==> config.mk <==
export PLATFORM = sky130hd
export DESIGN_NAME = arp_receive
export DESIGN_NICKNAME = d
export VERILOG_FILES = /design/src/rtl/arp_pkg.sv /design/src/rtl/arp_hdr_check.sv /design/src/rtl/arp_receive.sv
export SDC_FILE = /design/constraint.sdc
export NUM_CORES = 1
export LEC_CHECK = 0
export CORE_MARGIN = 1.5
export CORE_UTILIZATION = 55
export DETAILED_ROUTE_END_ITERATION = 7
export PLACE_DENSITY = 0.95
export SLEW_MARGIN = 0
export SYNTH_ARGS = -nofsm -noshare
export SYNTH_HDL_FRONTEND = slang
export SYNTH_SLANG_ARGS = --single-unit
==> constraint.sdc <==
create_clock -name clk -period 6.85 [get_ports clk]
set_input_delay 2.055 -clock clk [delete_from_list [all_inputs] [get_ports clk]]
set_output_delay 2.055 -clock clk [all_outputs]
set_load 0.01 [all_outputs]
==> src/rtl/arp_pkg.sv <==
// ARP protocol constants, FSM encodings and the parsed-field record shared by the rx and tx sides.
// Latency: none (definitions only).
// Backpressure: not applicable.
package arp_pkg;

    localparam logic [15:0] ARP_HTYPE_ETH  = 16'h0001;
    localparam logic [15:0] ARP_PTYPE_IPV4 = 16'h0800;
    localparam logic [7:0]  ARP_HLEN       = 8'd6;
    localparam logic [7:0]  ARP_PLEN       = 8'd4;
    localparam logic [15:0] ARP_OP_REQUEST = 16'd1;
    localparam logic [15:0] ARP_OP_REPLY   = 16'd2;
    localparam int          ARP_WORDS      = 7;

    typedef enum logic [1:0] {
        ST_IDLE  = 2'd0,
        ST_RECV  = 2'd1,
        ST_DRAIN = 2'd2
    } arp_state_t;

    // Field order mirrors the wire order, so 7 concatenated words cast straight onto it.
    typedef struct packed {
        logic [15:0] hdr_type;
        logic [15:0] proto_type;
        logic [7:0]  hdr_addr_length;
        logic [7:0]  pro_addr_length;
        logic [15:0] operation;
        logic [47:0] send_hdr_addr;
        logic [31:0] send_ip_addr;
        logic [47:0] target_hdr_addr;
        logic [31:0] target_ip_addr;
    } arp_fields_t;

    function automatic arp_fields_t arp_unpack(
        input logic [31:0] w0, input logic [31:0] w1, input logic [31:0] w2,
        input logic [31:0] w3, input logic [31:0] w4, input logic [31:0] w5,
        input logic [31:0] w6
    );
        return arp_fields_t'({w0, w1, w2, w3, w4, w5, w6});
    endfunction

endpackage

==> src/rtl/arp_hdr_check.sv <==
// Validates the fixed ARP header fields for Ethernet/IPv4 request or reply.
// Latency: combinational.
// Backpressure: none.
module arp_hdr_check
    import arp_pkg::*;
(
    input  logic [15:0] hdr_type,
    input  logic [15:0] proto_type,
    input  logic [7:0]  hdr_addr_length,
    input  logic [7:0]  pro_addr_length,
    input  logic [15:0] operation,
    output logic        frame_ok
);

    always_comb begin
        frame_ok = (hdr_type == ARP_HTYPE_ETH)
                 & (proto_type == ARP_PTYPE_IPV4)
                 & (hdr_addr_length == ARP_HLEN)
                 & (pro_addr_length == ARP_PLEN)
                 & ((operation == ARP_OP_REQUEST) | (operation == ARP_OP_REPLY));
    end

endmodule

==> src/rtl/arp_receive.sv <==
// Reassembles a 7-word ARP frame into named fields, checks the header and matches the target IP.
// Latency: output_valid/frame_error one cycle after the last/missing word is sampled.
// Backpressure: none; the stream is assumed paced by the transmitter, extra words are dropped.
module arp_receive
    import arp_pkg::*;
#(
    parameter logic [31:0] LOCAL_IP = 32'hC0A8_0001,
    parameter int          WORDS    = ARP_WORDS
) (
    input  logic        clk,
    input  logic        rst,
    input  logic [31:0] input_receive,
    input  logic        input_valid,
    output logic [15:0] hdr_type,
    output logic [15:0] proto_type,
    output logic [7:0]  hdr_addr_length,
    output logic [7:0]  pro_addr_length,
    output logic [15:0] operation,
    output logic [47:0] send_hdr_addr,
    output logic [31:0] send_ip_addr,
    output logic [47:0] target_hdr_addr,
    output logic [31:0] target_ip_addr,
    output logic        output_valid,
    output logic        frame_ok,
    output logic        ip_match,
    output logic        frame_error,
    output logic        busy
);

    localparam logic [2:0] LAST_IDX = 3'(WORDS - 1);

    arp_state_t  state;
    logic [2:0]  cnt;
    logic [31:0] shadow [0:5];
    arp_fields_t fields;
    arp_fields_t fields_nxt;
    logic        hdr_ok_nxt;

    assign fields_nxt = arp_unpack(shadow[0], shadow[1], shadow[2], shadow[3],
                                   shadow[4], shadow[5], input_receive);

    arp_hdr_check u_hdr_check (
        .hdr_type        (fields_nxt.hdr_type),
        .proto_type      (fields_nxt.proto_type),
        .hdr_addr_length (fields_nxt.hdr_addr_length),
        .pro_addr_length (fields_nxt.pro_addr_length),
        .operation       (fields_nxt.operation),
        .frame_ok        (hdr_ok_nxt)
    );

    // Shadow words carry no reset: they are only consumed after a full frame rewrites them.
    always_ff @(posedge clk) begin
        if (input_valid) begin
            if (state == ST_IDLE)
                shadow[0] <= input_receive;
            else if (state == ST_RECV && cnt != LAST_IDX)
                shadow[cnt] <= input_receive;
        end
    end

    always_ff @(posedge clk) begin
        if (rst) begin
            state        <= ST_IDLE;
            cnt          <= '0;
            fields       <= '0;
            output_valid <= 1'b0;
            frame_ok     <= 1'b0;
            ip_match     <= 1'b0;
            frame_error  <= 1'b0;
        end else begin
            output_valid <= 1'b0;
            frame_error  <= 1'b0;
            case (state)
                ST_IDLE: begin
                    if (input_valid) begin
                        cnt   <= 3'd1;
                        state <= ST_RECV;
                    end
                end
                ST_RECV: begin
                    if (input_valid) begin
                        if (cnt == LAST_IDX) begin
                            fields       <= fields_nxt;
                            frame_ok     <= hdr_ok_nxt;
                            ip_match     <= (input_receive == LOCAL_IP);
                            output_valid <= 1'b1;
                            cnt          <= '0;
                            state        <= ST_DRAIN;
                        end else begin
                            cnt <= cnt + 3'd1;
                        end
                    end else begin
                        frame_error <= 1'b1;
                        cnt         <= '0;
                        state       <= ST_IDLE;
                    end
                end
                ST_DRAIN: begin
                    if (!input_valid)
                        state <= ST_IDLE;
                end
                default: begin
                    cnt   <= '0;
                    state <= ST_IDLE;
                end
            endcase
        end
    end

    assign busy            = (state != ST_IDLE);
    assign hdr_type        = fields.hdr_type;
    assign proto_type      = fields.proto_type;
    assign hdr_addr_length = fields.hdr_addr_length;
    assign pro_addr_length = fields.pro_addr_length;
    assign operation       = fields.operation;
    assign send_hdr_addr   = fields.send_hdr_addr;
    assign send_ip_addr    = fields.send_ip_addr;
    assign target_hdr_addr = fields.target_hdr_addr;
    assign target_ip_addr  = fields.target_ip_addr;

endmodule

* Word level (Yosys, flattened, before mapping)
Memories as Yosys holds them, arrays and structs flattened. A register that Yosys moved wholly into a read port is not among the register bits. Cells that the tools add are included.
Storage, ports and cells: memories kept 1, bits in writable memories 192, word-level logic and storage cells 66, bits in latches 0, register bits after elaboration 105, ROM bits 0
Operators by class: bitwise gates (word level) 8, divide/modulo/power cells 0, equality and inequality tests 14, shift operators 0, $mul 0, add/subtract/negate cells 1, mux-type cells 21, reductions and logical operators 9, order comparisons 0
Memories:
- shadow | depth 6, bits a word 32, read ports 6, clocked after memory_dff 4, write ports 1, line arp_receive.sv:34 | logic [31:0] shadow [0:5];
Operators with widths (count):
- $eq 16x1->1 const B | 2
- $eq 32x32->1 const B | 1
- $mux 32 | 1
- $reduce_or 32->1 | 1
- $eq 16x12->1 const B | 1
- $eq 16x2->1 const B | 1
- $eq 8x3->1 const B | 2
- $mux 3 | 4
- $mux 1 | 10
- $pmux 3 s3 | 1
- $mux 2 | 4
- $pmux 2 s3 | 1
- $reduce_and 3->1 | 2
- $and 1x1->1 | 4
- $ne 2x2->1 const B | 2
- $add 3x1->3 const B | 1
- $eq 3x3->1 const B | 1
- $ne 3x2->1 const B | 1
- $ne 3x3->1 const B | 1
- $not 1->1 | 3
- $reduce_or 3->1 | 1
- $eq 2x1->1 const B | 1
- $eq 2x2->1 const B | 1
- $logic_not 2->1 | 1
- other kinds (5) | 5

* Longest topological paths before layout
Gate-level depths: netlist (run 1).
depth after elaboration 8, depth in mapped cells 8, depth with buffers taken out 4

* By module
A second synthesis (run 1) with hierarchy kept.
Second synthesis, totals: cells, all modules 1250, area, all modules 14078.5 µm²
Modules (own cells, without submodules):
- arp_receive | area each 13908.3 µm², cells each 1227, instances 1
- arp_hdr_check | area each 170.2 µm², cells each 23, instances 1

* Least setup slack after synthesis (run 1)
OpenSTA, ideal clock, no wires.
kind input to register, start point in input_valid, end point mem shadow[2][0] (enable), cell stages on the path 2, arrival 4.431 ns, path slack 1.958 ns, data required time 6.389 ns, buffers on the path 0, cells stage by stage nand4b_1 -> nor3_1
Between the ends: longest elaborated chain between the ends 4
Ends and longest elaborated chain:
- start: declaration | line arp_receive.sv:13 | input logic input_valid,
- $mux 1 | line arp_receive.sv:53 | if (input_valid) begin
- $mux 1 (not written as such) | line arp_receive.sv:57 | shadow[cnt] <= input_receive;
- $reduce_or 32->1 (no line)
- $mux 3 (no line) / $mux 1 (equally long branches)
- end: declaration | line arp_receive.sv:34
Several ways; a longest one is shown, not always the timed one.

* Worst setup path in the final report (run 1)
start point in input_valid, end point reg fields (netlist bit operation[0])
Between the ends: longest elaborated chain between the ends 1
Ends and longest elaborated chain:
- $reduce_and 3->1 (no line)
- end signal: assignment | line arp_receive.sv:83 | fields <= fields_nxt;
- end: declaration | line arp_receive.sv:35 | arp_fields_t fields;
Every way passes these cells. A chain may end at the register's enable or synchronous reset.

==> metrics.yaml, run 1 <==
die:
  die_w_um: 162.7
  initial_core_util_pct: 55.88
  pin_count: 264
  fp.dieArea_mm2: 0.02648
  design.core.area_mm2: 0.02511
  rows: 58
  die_h_um: 162.7
synth:
  yosys_warnings: 0
  ys_top_cells_by_area: "edfxtp_1, dfxtp_1, nand2_1"
  synth_top_area_share_pct: 41.09
  yosysMostFrequentCell: "nand2_1"
  synth.distinct_cells: 28
  async_flop_share_pct: 0
  synthFlopType: "dfxtp_1"
  synth-seq-cells: 425
  syn_avg_cell_area_um2: 11.22
  synth_edf_count: 192
  syn-cell-area_mm2: 0.01403
  ys_seq_area_share_pct: 74.34
  syn_nets: 1285
  netlist_instances: 1250
  yosys.area.top_type: "edfxtp_1"
  synthTopCellsByCount: "nand2_1, dfxtp_1, a21oi_1"
clocking:
  cts_buffer_depth: 3
  tritoncts: "done"
  cts_hold_buf: 0
  clkLatencyLatePin_ns: 0.52
  clkSlewWorstSetupHoldPaths_ns: 0.06
  htree_levels: 2
  numCtsBuffers: 42
  root_buffer: "clkbuf_16"
  postCtsResizedCells: 0
  postCtsSetupBuffers: 0
  clock_sinks: 425
routing:
  firstDrtPassIters: 5
  routed_wl_um: 38840
  antenna_left: 0
  drt_iter0_drc: 1141
  num_vias: 10500
  drcViolationCount: 0
  vias_per_cell: 5.674
  wl_per_cell_um: 20.99
worst_setup_path:
  cp.required_ns: 7.28
  cp-end-kind: "flop"
  reg2reg_slack_ns: 4.07
  start_kind: "input port"
  worstPathArrival_ns: 4.80
  path_class: "input port to flop"
  worstPathMaxFanout: 102
sta:
  slew_viol_final: 0
  rsz0062_at_grt: "no"
  finalSetupTns_ns: 0
  fmax_mhz: 229.0
  hold_viol_final: 0
  finalCriticalPeriod_ns: 4.367
  tightest_slew_ns: 1.166
  setup_viol: 0
  fin_crit_sh_pct: 63.76
  slew_headroom_pct: 22.29
  fin_skew_ns: 0.01383
final_layout:
  final_nets: 1521
  antenna-diode-count: 0
  stdcell_count: 1850
  fillers: 1574
  syn2layout_area_growth_pct: 30.27
  drive_above_1_share_pct: 5.263
global_routing:
  grt_usage_pct: 29.04
  grt_pass1_wl_um: 58170
  antenna_found_initial: 0
  grt-ovfl-total: 0
  grt_pass1_vias: 10330
  grt_max_degree: 122
worst_hold_path:
  hp-class: "flop to flop"
placed_design:
  dp_hpwl_um: 23770
  place.gp.congestion: 0.8134
  io_buffers: 263
  placedCellCount: 1772
pwr:
  power_density_mw_per_mm2: 278.2
  leakagePower_nw: 5.807
  irDropWorstVdd_mv: 0.2203
run:
  drv_cap: 0
run_status:
  outcome: "finished clean"
[report_power, final]
part           leakage (nW)  switching, mW  total [mW]  internal [mW]
clock                 0.691          0.929        2.31           1.38
combinational          1.49         0.0768       0.101         0.0243
sequential             3.63         0.0108        2.68           2.67
total                  5.81           1.02        5.09           4.07
[placed cells by master (no fill, tap or decap)]
cell / netlist / routed
a211oi_1: 1 / 1
a21o_1: 1 / 1
a21oi_1: 229 / 228
a21oi_4: 0 / 1
and3_2: 0 / 1
buf_12: 0 / 2
buf_4: 0 / 5
buf_6: 0 / 1
bufinv_16: 0 / 1
clkbuf_1: 37 / 15
clkbuf_16: 0 / 45
clkbuf_8: 0 / 12
clkdlybuf4s50_1: 0 / 262
clkinv_2: 0 / 2
clkinv_4: 0 / 1
clkinvlp_4: 0 / 1
dfxtp_1: 233 / 233
edfxtp_1: 192 / 192
inv_8: 0 / 1
nand2_1: 453 / 453
nand2b_1: 3 / 3
nand3b_1: 3 / 3
nand4_1: 5 / 5
nand4b_1: 2 / 2
nor2_1: 11 / 7
nor2_4: 0 / 4
nor2b_1: 1 / 1
nor3_1: 3 / 2
nor3_2: 0 / 1
nor4_1: 16 / 16
nor4b_1: 5 / 5
nor4bb_1: 2 / 2
o21ai_0: 2 / 2
o21ai_1: 1 / 1
or2_2: 1 / 1
or2_4: 0 / 1
or3_1: 2 / 2
or4_1: 2 / 2
or4bb_1: 1 / 1
xor2_1: 1 / 1
[final timing paths]
kind,startpoint,end,depth (start not counted)
setup / recovery,input_valid,operation[0]$_SDFFE_PP0P_,6
hold / removal,ip_match$_SDFFE_PP0P_,ip_match$_SDFFE_PP0P_,2
setup reg to reg,cnt[0]$_SDFFE_PP0P_,operation[0]$_SDFFE_PP0P_,5
hold reg to reg,ip_match$_SDFFE_PP0P_,ip_match$_SDFFE_PP0P_,2
[state kept, by name, summed over array words and instances (netlist names)]
register,cells
cnt,3
frame_error,1
frame_ok,1
hdr_addr_length,8
hdr_type,16
ip_match,1
operation,16
output_valid,1
pro_addr_length,8
proto_type,16
send_hdr_addr,48
send_ip_addr,32
shadow,192
state,2
target_hdr_addr,48
target_ip_addr,32
[stage by stage]
| step | util, % | instance area [µm²] | power (mW) | hold WS, ns | setup slack [ns] |
|---|---|---|---|---|---|
| 3_3_place_gp | 67.16 | 16860 | 2.829 | 0.4402 | 2.194 |
| 2_1_floorplan | - | 14030 | 2.759 | 0.4713 | 1.958 |
| 5_1_grt | 72.80 | 18280 | 5.200 | 0.4711 | 2.370 |
| 6_report | 72.80 | 18280 | 5.085 | 0.4510 | 2.483 |
| 4_1_cts | 72.80 | 18280 | 5.094 | 0.4514 | 2.544 |
| 3_5_place_dp | 67.16 | 16860 | 2.830 | 0.4446 | 2.053 |
[final cells by class]
type                       count  area, µm²  share of cell area [%]
tap                          330      412.9                   2.259
timing repair buffer         270       2711                   14.83
multi-input combinational    747       3309                   18.11
clock buffer                  72       1348                   7.372
sequential                   425      10430                   57.06
clock inverter                 6      67.56                  0.3696
[per-layer routing]
metal  wire, µm  share of wire [%]  up-vias  GRT usage [%]
li1           -                  -     4717              -
met5          0                  0        -              0
met2      19540                 50      576          49.42
met3       3507                9.0       98          6.774
met1      14630                 38     5105          36.23
met4       1164                3.0        0          10.68
[worst max-delay path, stage by stage]
cell and delay, ns:
clkdlybuf4s50_1 0.51, nand4b_1 0.34, or2_4 0.97, buf_4 0.53, nand2_1 0.12, a21oi_1 0.22
[kinds of logic (layout without fill, tap and decap cells)]
family	count (synthesis)	after routing	synth area share, %
buf+inv	78	348	2.434
compound gates	234	234	8.382
flops	425	425	74.34
simple gates	512	512	14.79
xor+xnor	1	1	0.06243
Power figures use the tool's default switching activity.
==> run 2: changes to the inputs <==
- CORE_UTILIZATION: 55 -> 46
- PLACE_DENSITY: 0.95 -> 0.86
- clock period: 6.85 -> 3.8 ns (I/O delays scaled with it)
==> metrics.yaml, run 2 (synthesis gave the netlist of run 1 again) <==
worst_setup_path:
  worstPathArrival_ns: 1.81  # -2.99 ns
  cp.required_ns: 2.66  # -4.62 ns
  worstPathMaxFanout: 11  # -89%
  slowest_stage: "clkdlybuf4s50_1"
  slowest_delay_ns: 0.56  # -0.41 ns
  worstPathCellList: "or2_2 -> clkdlybuf4s50_1"
  critPathTopFamily: "buffers and inverters"
  path_class: "flop to output pin"
  crit_buf_inv: 1  # -1
  cp-end-kind: "output pin"
  start_kind: "flop"
clocking:
  clkLatencyLatePin_ns: 0.53  # about the same
  numCtsBuffers: 42  # unchanged
  cts_hold_buf: 0  # unchanged
  root_buffer: "clkbuf_16"
  htree_levels: 2  # unchanged
  clkSlewWorstSetupHoldPaths_ns: 0.06  # about the same
  postCtsSetupBuffers: 0  # unchanged
  postCtsResizedCells: 0  # unchanged
  clock_sinks: 425  # unchanged
  tritoncts: "done"
  cts_buffer_depth: 3  # unchanged
routing:
  antenna_left: 0  # unchanged
  num_vias: 10430  # -0.59%
  drcViolationCount: 0  # unchanged
  firstDrtPassIters: 5  # unchanged
  routed_wl_um: 38460  # -0.99%
  vias_per_cell: 5.354  # -5.6%
  drt_iter0_drc: 926  # -19%
  wl_per_cell_um: 19.73  # -6.0%
run:
  drv_cap: 0  # unchanged
global_routing:
  grt_pass1_vias: 10020  # -3.0%
  grt_pass1_wl_um: 56580  # -2.7%
  grt_max_degree: 120  # -1.6%
  antenna_found_initial: 0  # unchanged
  grt_usage_pct: 23.95  # -5.1 points
  grt-ovfl-total: 0  # unchanged
sta:
  whs_ns: 0.4554  # +0.004444 ns
  fin_crit_sh_pct: 77.73
  setup_viol: 0  # unchanged
  hold_viol_final: 0  # unchanged
  fmax_mhz: 338.6
  slew_headroom_pct: 29.63  # +7.3 points
  slew_viol_final: 0  # unchanged
  finalSetupTns_ns: 0  # unchanged
  finalCriticalPeriod_ns: 2.954
  rsz0062_at_grt: "no"
  fin_skew_ns: 0.01449  # +0.0006606 ns
  tightest_slew_ns: 1.056  # -0.1100 ns
pwr:
  power_density_mw_per_mm2: 495.7  # +78%
  leakagePower_nw: 6.009  # +3.5%
  irDropWorstVdd_mv: 0.3452  # +57%
die:
  initial_core_util_pct: 47.09  # -8.8 points
  design.core.area_mm2: 0.02980  # +19%
  rows: 63  # +8.6%
  die_h_um: 177.7  # +9.2%
  fp.dieArea_mm2: 0.03156  # +19%
  die_w_um: 177.7  # +9.2%
  pin_count: 264  # unchanged
final_layout:
  syn2layout_area_growth_pct: 33.52
  regMostFlops: "shadow"
  drive_above_1_share_pct: 7.574  # +2.3 points
  final_nets: 1560  # +2.6%
  final_cell_mix: "nand2_1, clkdlybuf4s50_1, dfxtp_1, a21oi_1, edfxtp_1"
  largest_reg_flops: 192  # unchanged
  stdcell_count: 1949  # +5.4%
  final_common_cell: "nand2_1"
worst_hold_path:
  hp-class: "flop to flop"
placed_design:
  placedCellCount: 1871  # +5.6%
  dp_hpwl_um: 24440  # +2.9%
  place.gp.congestion: 0.8028  # -1.3%
  io_buffers: 263  # unchanged
run_status:
  outcome: "finished clean"
-- run 2: changes by cell type in the layout (fill, tap and decap cells not counted), moves of 2 or more --
cell / previous run / this run
clkinv_2: 2 / 4
clkbuf_8: 12 / 5
bufinv_16: 1 / 6
buf_12: 2 / 7
clkbuf_16: 45 / 43
buf_4: 5 / 39
clkinv_1: 0 / 5
clkbuf_1: 15 / 10
-- run 2: area by class of cell --
cell class              count  area, µm²
fillers                  2206      11060
diodes                      1      2.502
clock buffers              57       1169
repair buffers            309       3069
clock inverters            20      260.3
multi-input cells         747       3316
well taps                 390      488.0
flip-flops and latches    425      10430
-- run 2: final timing paths --
path	start	endpoint	slack, ns	cells past startpoint
setup reg to reg	cnt[0]$_SDFFE_PP0P_	proto_type[15]$_SDFFE_PP0P_	1.67	5
hold reg to reg	send_hdr_addr[39]$_SDFFE_PP0P_	send_hdr_addr[39]$_SDFFE_PP0P_	0.46	2
setup / recovery	state[0]$_SDFFE_PP0P_	busy	0.85	2
hold / removal	send_hdr_addr[39]$_SDFFE_PP0P_	send_hdr_addr[39]$_SDFFE_PP0P_	0.46	2
-- run 2: metrics by stage --
step	setup WS [ns]	util (%)	cell area (µm²)	power (mW)
floorplan	0.4246	-	14040	4.975
global placement	0.5928	58.07	17300	5.131
detailed placement	0.5617	58.07	17300	5.135
CTS	0.8378	62.87	18730	9.323
global route	0.7943	62.87	18730	9.524
finish	0.8463	62.87	18730	9.286
-- run 2: where the power goes --
part / switching, mW / internal [mW]
Clock: 1.68 / 2.57
Sequential: 0.0188 / 4.81
Combinational: 0.145 / 0.0676
Total: 1.84 / 7.44
-- run 2: worst register-to-register path, stage by stage (launching register included) --
cell and delay, ns:
dfxtp_1 0.51, nand2b_1 0.33, or2_4 0.32, buf_4 0.55
nand2_1 0.14, a21oi_1 0.19
-- run 2: layer usage --
metal | GRT usage [%] | up-vias | part of all wire, %
met5 | 0 | - | 0
met4 | 6.548 | 0 | 2.2
met3 | 5.227 | 70 | 8.4
met2 | 40.06 | 457 | 49
met1 | 31.48 | 5112 | 41
li1 | - | 4795 | -
==> run 3: changes to the inputs <==
- clock period: 3.8 -> 2.6 ns (I/O delays scaled with it)
==> metrics.yaml, run 3 (synthesis gave the netlist of run 1 again) <==
pwr:
  p_clk_share_pct: 44.2  # -1.6 points
  irDropWorstVdd_mv: 0.4678  # +36%
  p_total_mw: 13.22  # +42%
  comb_power_share_pct: 2.5  # +0.2 points
  leakagePower_nw: 6.104  # +1.6%
  power_switching_mw: 2.689  # +46%
  power_density_mw_per_mm2: 699.8  # +41%
  switching_share_pct: 20.34  # +0.50 points
  p_int_mw: 10.53  # +41%
  seqPwrFrac_pct: 53.3  # +1.3 points
worst_setup_path:
  slowest_stage: "clkdlybuf4s50_1"
  worstPathArrival_ns: 1.69  # -0.12 ns
  start_kind: "flop"
  worstPathMaxFanout: 11  # unchanged
  slowest_delay_ns: 0.50  # -0.06 ns
  worstPathCellList: "or2_2 -> clkdlybuf4s50_1"
  critPathTopFamily: "buffers and inverters"
  reg2regPathDepth: 5  # unchanged
  cp-end-kind: "output pin"
  path_class: "flop to output pin"
  reg2reg_slack_ns: 0.54  # -1.13 ns
  r2r-end: "target_ip_addr[30]$_SDFFE_PP0P_"
  crit_buf_inv: 1  # unchanged
  r2r_start: "cnt[0]$_SDFFE_PP0P_"
  cp.required_ns: 1.82  # -0.84 ns
die:
  design.core.area_mm2: 0.02980  # unchanged
  die_w_um: 177.7  # unchanged
  rows: 63  # unchanged
  die_h_um: 177.7  # unchanged
  initial_core_util_pct: 47.09  # unchanged
  pin_count: 264  # unchanged
  fp.dieArea_mm2: 0.03156  # unchanged
placed_design:
  dp_hpwl_um: 25400  # +3.9%
  place.gp.congestion: 0.8149  # +1.5%
  io_buffers: 263  # unchanged
final_layout:
  antenna-diode-count: 0  # -1
  fin_util_pct: 63.41  # +0.54 points
  largest_reg_flops: 192  # unchanged
  drive_above_1_share_pct: 8.640  # +1.1 points
  final_nets: 1577  # +1.1%
  regMostFlops: "shadow"
  fillers: 2181  # -1.1%
  final_common_cell: "nand2_1"
  final_cell_mix: "nand2_1, clkdlybuf4s50_1, dfxtp_1, a21oi_1, edfxtp_1"
  syn2layout_area_growth_pct: 34.66
clocking:
  tritoncts: "done"
  clock_sinks: 425  # unchanged
  htree_levels: 2  # unchanged
  cts_buffer_depth: 3  # unchanged
  root_buffer: "clkbuf_16"
  clkSlewWorstSetupHoldPaths_ns: 0.06  # about the same
  clkLatencyLatePin_ns: 0.53  # about the same
  numCtsBuffers: 41  # -2.4%
global_routing:
  grt_max_degree: 128  # +6.7%
  grt_usage_pct: 24.12  # +0.17 points
  grt-ovfl-total: 0  # unchanged
  antenna_found_initial: 2  # +2
  grt_pass1_wl_um: 56850  # +0.48%
  grt_pass1_vias: 10040  # +0.11%
sta:
  finalSetupTns_ns: 0  # unchanged
  tightest_slew_ns: 0.6370  # -0.4186 ns
  setup_viol: 0  # unchanged
  fmax_mhz: 404.5
  whs_ns: 0.4507  # -0.004690 ns
  fin_crit_sh_pct: 95.07
  hold_viol_final: 0  # unchanged
  rsz0062_at_grt: "no"
  slew_headroom_pct: 57.53  # +28 points
  finalCriticalPeriod_ns: 2.472
  fin_skew_ns: 0.02091  # +0.006418 ns
  slew_viol_final: 0  # unchanged
worst_hold_path:
  hold_start: "ip_match$_SDFFE_PP0P_"
  min_delay_path_depth: 2  # unchanged
  holdPathEnd: "ip_match$_SDFFE_PP0P_"
  hp-class: "flop to flop"
routing:
  num_vias: 10500  # +0.62%
  drt_iter0_drc: 918  # -0.86%
  routed_wl_um: 38670  # +0.55%
  wl_per_cell_um: 19.69  # -0.21%
  drcViolationCount: 0  # unchanged
  firstDrtPassIters: 6  # +1
  vias_per_cell: 5.346  # -0.15%
  antenna_left: 0  # unchanged
run_status:
  outcome: "finished clean"
run:
  drv_cap: 0  # unchanged
[run 3: cell types whose count changed in the layout (fill, tap and decap cells not counted), moves of 2 or more]
cell,previous run,this run
buf_12,7,18
buf_4,39,46
bufinv_16,6,3
clkbuf_1,10,12
clkinv_1,5,2
clkinv_2,4,9
clkinv_4,2,0
clkinvlp_4,2,0
inv_6,1,3
[run 3: per-layer routing]
metal / up-vias / wire [µm] / track usage (%) / part of all wire (%)
met3: 80 / 3929 / 5.913 / 10
met5: - / 0 / 0 / 0
met2: 549 / 18930 / 40.19 / 49
li1: 4825 / - / - / -
met1: 5045 / 14690 / 30.74 / 38
met4: 0 / 1120 / 8.228 / 2.9
[run 3: power by group through the flow]
stage,combinational (mW),clock [mW],sequential (mW)
floorplan,0.0847,0,7.19
finish,0.328,5.84,7.05
detailed placement,0.326,0,7.20
CTS,0.326,5.90,7.05
global placement,0.321,0,7.19
global route,0.341,6.17,7.05
[run 3: worst max path at each step]
stage | from | end | slack, ns | depth (start not counted)
after floorplan | input_valid | shadow[4][0]$_DFFE_PP_ | -0.42 | 2
after global placement | input_receive[31] | ip_match$_SDFFE_PP0P_ | -0.03 | 7
after detailed placement | input_receive[31] | ip_match$_SDFFE_PP0P_ | -0.03 | 7
after CTS | state[0]$_SDFFE_PP0P_ | busy | 0.10 | 2
after global routing | state[1]$_SDFFE_PP0P_ | busy | 0.08 | 2
final | state[0]$_SDFFE_PP0P_ | busy | 0.13 | 2
[run 3: repair_timing]
action                                  CTS  global route
gates resized for setup                   1             0
hold buffers                              0             0
setup buffers                             0             0
endpoints found under the setup margin    1             0
[run 3: cell type report]
cell class	count	area (µm²)	share of cell area, %
flip-flops and latches	425	10430	55.21
well taps	390	488.0	2.583
clock inverters	17	168.9	0.8940
multi-input cells	747	3316	17.55
clock buffers	58	1151	6.092
repair buffers	327	3339	17.67
[run 3: worst min-delay path, delay by kind of cell, from the launching register on]
family | cells | cell delay (ns)
AO/OA/AOI/OAI | 1 | 0.05
flip-flops | 1 | 0.31
AND/OR/NAND/NOR | 1 | 0.05
[run 3: per-stage QoR]
stage	instance area, µm²	setup slack (ns)	instances
2_1_floorplan	14040	-0.4154	1250
3_3_place_gp	17570	-0.03184	1889
3_5_place_dp	17570	-0.03161	1889
4_1_cts	18890	0.1038	1964
5_1_grt	18890	0.07859	1964
6_report	18890	0.1281	1964
